--- src/rtl/pipe_pkg.sv ---
// Shared types for the elastic pipeline-stage register: FSM encoding and the
// EX/MEM control-bit layout callers can cast the ctrl bus to.
package pipe_pkg;

  typedef enum logic [1:0] {
    ST_EMPTY = 2'b00,
    ST_FULL  = 2'b01,
    ST_SKID  = 2'b10
  } pipe_state_t;

  localparam int XLEN         = 32;
  localparam int EXMEM_CTRL_W = 5;

  typedef struct packed {
    logic       mem_rw;
    logic [1:0] wb_sel;
    logic       reg_wen;
    logic       pc_sel;
  } ex_mem_ctrl_t;

endpackage

--- src/rtl/pipe_skid_stage.sv ---
// Elastic pipeline-stage register with valid/ready handshake, flush and a
// 2-entry (main + skid) buffer so in_ready comes straight from a flop.
module pipe_skid_stage
  import pipe_pkg::*;
#(
  parameter int                DATA_W   = 128,
  parameter int                CTRL_W   = 5,
  parameter logic [CTRL_W-1:0] CTRL_NOP = '0
) (
  input  logic              clk,
  input  logic              rst,
  input  logic              flush,
  input  logic              in_valid,
  output logic              in_ready,
  input  logic [DATA_W-1:0] in_data,
  input  logic [CTRL_W-1:0] in_ctrl,
  output logic              out_valid,
  input  logic              out_ready,
  output logic [DATA_W-1:0] out_data,
  output logic [CTRL_W-1:0] out_ctrl,
  output logic [1:0]        occupancy
);

  pipe_state_t       state_reg;
  pipe_state_t       state_next;
  logic [DATA_W-1:0] main_data_reg;
  logic [CTRL_W-1:0] main_ctrl_reg;
  logic [DATA_W-1:0] skid_data_reg;
  logic [CTRL_W-1:0] skid_ctrl_reg;

  logic in_xfer;
  logic out_xfer;
  logic load_main_in;
  logic load_main_skid;
  logic load_skid;

  assign in_xfer  = in_valid & in_ready;
  assign out_xfer = out_valid & out_ready;

  always_ff @(posedge clk or posedge rst) begin
    if (rst) begin
      state_reg <= ST_EMPTY;
    end else begin
      state_reg <= state_next;
    end
  end

  always_comb begin
    state_next = state_reg;
    if (flush) begin
      state_next = ST_EMPTY;
    end else begin
      case (state_reg)
        ST_EMPTY: if (in_xfer) state_next = ST_FULL;
        ST_FULL: begin
          if (in_xfer && !out_xfer)      state_next = ST_SKID;
          else if (!in_xfer && out_xfer) state_next = ST_EMPTY;
        end
        ST_SKID:  if (out_xfer) state_next = ST_FULL;
        default:  state_next = ST_EMPTY;
      endcase
    end
  end

  // Handshake outputs decode only the state flop: nothing from out_ready reaches in_ready.
  always_comb begin
    in_ready  = 1'b1;
    out_valid = 1'b0;
    occupancy = 2'd0;
    case (state_reg)
      ST_FULL: begin
        in_ready  = 1'b1;
        out_valid = 1'b1;
        occupancy = 2'd1;
      end
      ST_SKID: begin
        in_ready  = 1'b0;
        out_valid = 1'b1;
        occupancy = 2'd2;
      end
      default: begin
        in_ready  = 1'b1;
        out_valid = 1'b0;
        occupancy = 2'd0;
      end
    endcase
  end

  assign load_main_in   = !flush && in_xfer &&
                          ((state_reg == ST_EMPTY) || ((state_reg == ST_FULL) && out_xfer));
  assign load_main_skid = !flush && (state_reg == ST_SKID) && out_xfer;
  assign load_skid      = !flush && (state_reg == ST_FULL) && in_xfer && !out_xfer;

  always_ff @(posedge clk or posedge rst) begin
    if (rst) begin
      main_data_reg <= '0;
      main_ctrl_reg <= '0;
      skid_data_reg <= '0;
      skid_ctrl_reg <= '0;
    end else begin
      if (load_main_in) begin
        main_data_reg <= in_data;
        main_ctrl_reg <= in_ctrl;
      end else if (load_main_skid) begin
        main_data_reg <= skid_data_reg;
        main_ctrl_reg <= skid_ctrl_reg;
      end
      if (load_skid) begin
        skid_data_reg <= in_data;
        skid_ctrl_reg <= in_ctrl;
      end
    end
  end

  assign out_data = main_data_reg;
  assign out_ctrl = out_valid ? main_ctrl_reg : CTRL_NOP;

endmodule

--- config.mk ---
export PLATFORM = sky130hd
export DESIGN_NAME = pipe_skid_stage
export DESIGN_NICKNAME = d
export VERILOG_FILES = /design/src/rtl/pipe_pkg.sv /design/src/rtl/pipe_skid_stage.sv
export SDC_FILE = /design/constraint.sdc
export NUM_CORES = 1
export LEC_CHECK = 0
export ABC_AREA = 1
export ABC_CLOCK_PERIOD_IN_PS = 15750
export CORE_ASPECT_RATIO = 0.5
export CORE_UTILIZATION = 45
export CTS_BUF_LIST = sky130_fd_sc_hd__clkbuf_4 sky130_fd_sc_hd__clkbuf_8
export DETAILED_ROUTE_END_ITERATION = 10
export PLACE_DENSITY = 0.73
export REMOVE_ABC_BUFFERS = 1
export SYNTH_ARGS = -nofsm -noshare
export SYNTH_HDL_FRONTEND = slang
export SYNTH_SLANG_ARGS = --single-unit
--- constraint.sdc ---
create_clock -name clk -period 15.75 [get_ports clk]
set_input_delay 3.15 -clock clk [delete_from_list [all_inputs] [get_ports clk]]
set_output_delay 3.15 -clock clk [all_outputs]
set_load 0.02 [all_outputs]
==> metrics <==
outcome=completed; power consumption=2.819 mW; synth cell count leaders=nand2_1, nand3_1, dfrtp_1; worst r2r dst=out_data[29]$_DFFE_PP0P_; Vias=10.02k; vias in the first global route=9894; leakage power=7.218 nW; WHS=0.4776 ns; top layer in use=met4; internal reg-to-reg setup slack=12.13 ns; Fin Setup TNS=0 ns; Post-route DRC=0; Combinational Power Share=38.0%; WL/cell=16.58 um; post-route minimum period=5.760 ns; EDFF count, synth=0; total net switching power=1.045 mW; clk sinks=268; initial core utilization=46.58%; gpl congestion=0.8330; Place WS=9.492 ns; wire length on met1=12880 um; flops & latches, synth=268; cell area after synthesis=0.01135 sq mm; global route overflow=0; count leader, synth=nand2_1; DR iter-0 viols=978; Most used DFF post-synth=dfrtp_1; first-pass GRT wire length=51150 um; Setup Fix Bufs, Post-CTS=0; crit path capture=skid_data_reg[40]$_DFFE_PP0P_; Die Area=0.02591 sq mm; Rows=40; largest net degree at the start of global routing=111; Power Density=190.4 mW/mm^2; CP Data Required Time=16.19 ns; Reg area=0.006706 sq mm; Num CTS Buffers=39; register share of total power=42.9%; WP data arrival=6.20 ns; largest area contributor in the netlist=dfrtp_1; R2R cell count=9; register area share after synthesis=59.07%; post-detailed-route count of antenna-violating nets=0; Post-Syn Area per Cell=8.498 sq um; Global Route Usage Sum=24.87%; Synth async-reset ratio=100.0%; final worst slack=9.990 ns; Final Hold Viols=0; Yosys cell types=17; final worst clock skew=0.01856 ns; Max Cap Violations=0; final wirelength=32080 um; FMAX=173.6 MHz; CP Class=in -> reg; clock slew at reported path FFs=0.06 ns; reg2reg start=state_reg[0]$_DFFE_PP0P_; CTS tree=yes; Die W=226.6 um; Layout fillers=2082; Detailed Routing Iterations Pass 1=5; CP max FO=107; crit path from=flush; unrepaired setup endpoints after global routing=false; met3 wire length=1652 um; Slew @ Worst Pin=1.238 ns; maximum vdd drop=0.08173 mV; Final setup viols=0; Skew-Pair Late Insertion Delay=0.52 ns; CTS HTree Levels=2; met2 WL=16120 um; Relative slew margins=17.44%; fin nets=1719; initial antenna violation count=1; Synth Warn #=0; Clock Tree Buf Depth=3; crit end category=register; clock share of power=19.1%; Die Y=114.3 um; Internal=1.774 mW; Core ar.=0.02437 sq mm; Max Slew Vio Count=0; Boundary Pins=275; DP Wirelength=20240 um; Layout area overhead=30.42%; Post-Syn Instances=1336; Post-CTS Resized=0; Hold Buf Count CTS=0; placed cells=1870; final std cells w/o fill=1935; Multi-input gate area=0.004065 sq mm; port buffer count=274; DR vias/cell=5.179; switching share of total power=37.06%; top cells by area, synth=dfrtp_1, nand2_1, nand3_1; Final Cycle Share=36.57%; nature of the critical path startpoint=primary input; Root Driver=clkbuf_8; Synth top area share=59.07%; Hold Crit Class=reg -> reg; fraction of layout cells with a size suffix above 1=5.131%
area by class of cell:
type | instances | area share [%]
clock inverter | 6 | 0.2197
sequential | 268 | 45.29
antenna | 1 | 0.01690
timing repair buffer | 282 | 18.93
tap | 336 | 2.839
clock buffer | 58 | 4.715
multi-input combinational | 967 | 27.45
inverter | 17 | 0.5324
layer usage:
metal | global-route usage (%) | vias up
met4 | 13.60 | 0
met1 | 31.24 | 4869
met5 | 0 | -
met3 | 4.311 | 89
met2 | 41.35 | 354
li1 | - | 4710
how the worst min path moves through the flow:
| stage | end | cells after the start | slack [ns] | from |
|---|---|---|---|---|
| 5_1_grt | skid_data_reg[58]$_DFFE_PP0P_ | 2 | 0.49 | skid_data_reg[58]$_DFFE_PP0P_ |
| 6_report | skid_data_reg[7]$_DFFE_PP0P_ | 2 | 0.48 | skid_data_reg[7]$_DFFE_PP0P_ |
| 4_1_cts | skid_data_reg[21]$_DFFE_PP0P_ | 2 | 0.48 | skid_data_reg[21]$_DFFE_PP0P_ |
| 3_5_place_dp | skid_data_reg[66]$_DFFE_PP0P_ | 2 | 0.46 | skid_data_reg[66]$_DFFE_PP0P_ |
| 3_3_place_gp | skid_data_reg[41]$_DFFE_PP0P_ | 2 | 0.46 | skid_data_reg[41]$_DFFE_PP0P_ |
| 2_1_floorplan | skid_ctrl_reg[0]$_DFFE_PP0P_ | 2 | 0.45 | skid_ctrl_reg[0]$_DFFE_PP0P_ |
kinds of logic (layout without fill, tap and decap cells):
group	after synthesis	after routing	synth area share, %
adder cells (fa/ha/maj)	6	6	0.6612
AND/OR/NAND/NOR	961	961	35.07
flip-flops	268	268	59.07
other	0	1	0
buffers and inverters	101	363	5.202
cells in the final DEF, fill, tap and decap left out, drive strengths merged:
master | synthesis | routed
ha | 6 | 6
clkinvlp | 0 | 1
nor3 | 1 | 1
nand2 | 683 | 683
diode | 0 | 1
clkdlybuf4s50 | 0 | 274
nand3 | 271 | 271
buf | 71 | 8
clkbuf | 13 | 58
clkinv | 0 | 5
dfrtp | 268 | 268
inv | 17 | 17
nand4 | 1 | 1
or2 | 1 | 1
nor2 | 4 | 4
critical path, cell delays in order:
cell and delay, ns:
clkdlybuf4s50_1 0.50, nor2_1 0.26, nand4_4 0.50, inv_4 0.47, buf_4 0.94, nand2_1 0.17
nand2_1 0.13
power groups by stage:
stage | logic [mW] | registers (mW) | clock network [mW]
2_1_floorplan | 0.397 | 1.35 | 0
3_3_place_gp | 1.05 | 1.21 | 0
3_5_place_dp | 1.08 | 1.22 | 0
4_1_cts | 1.08 | 1.21 | 0.551
5_1_grt | 1.17 | 1.24 | 0.583
6_report | 1.07 | 1.21 | 0.539
per-stage QoR:
| step | cell area (sq um) | utilization, % |
|---|---|---|
| after global placement | 14070 | 57.74 |
| final | 14810 | 60.75 |
| after floorplan | 10830 | - |
| after global routing | 14810 | 60.75 |
| after CTS | 14800 | 60.74 |
| after detailed placement | 14070 | 57.74 |
No activity file was read; power rests on OpenSTA's default activity.
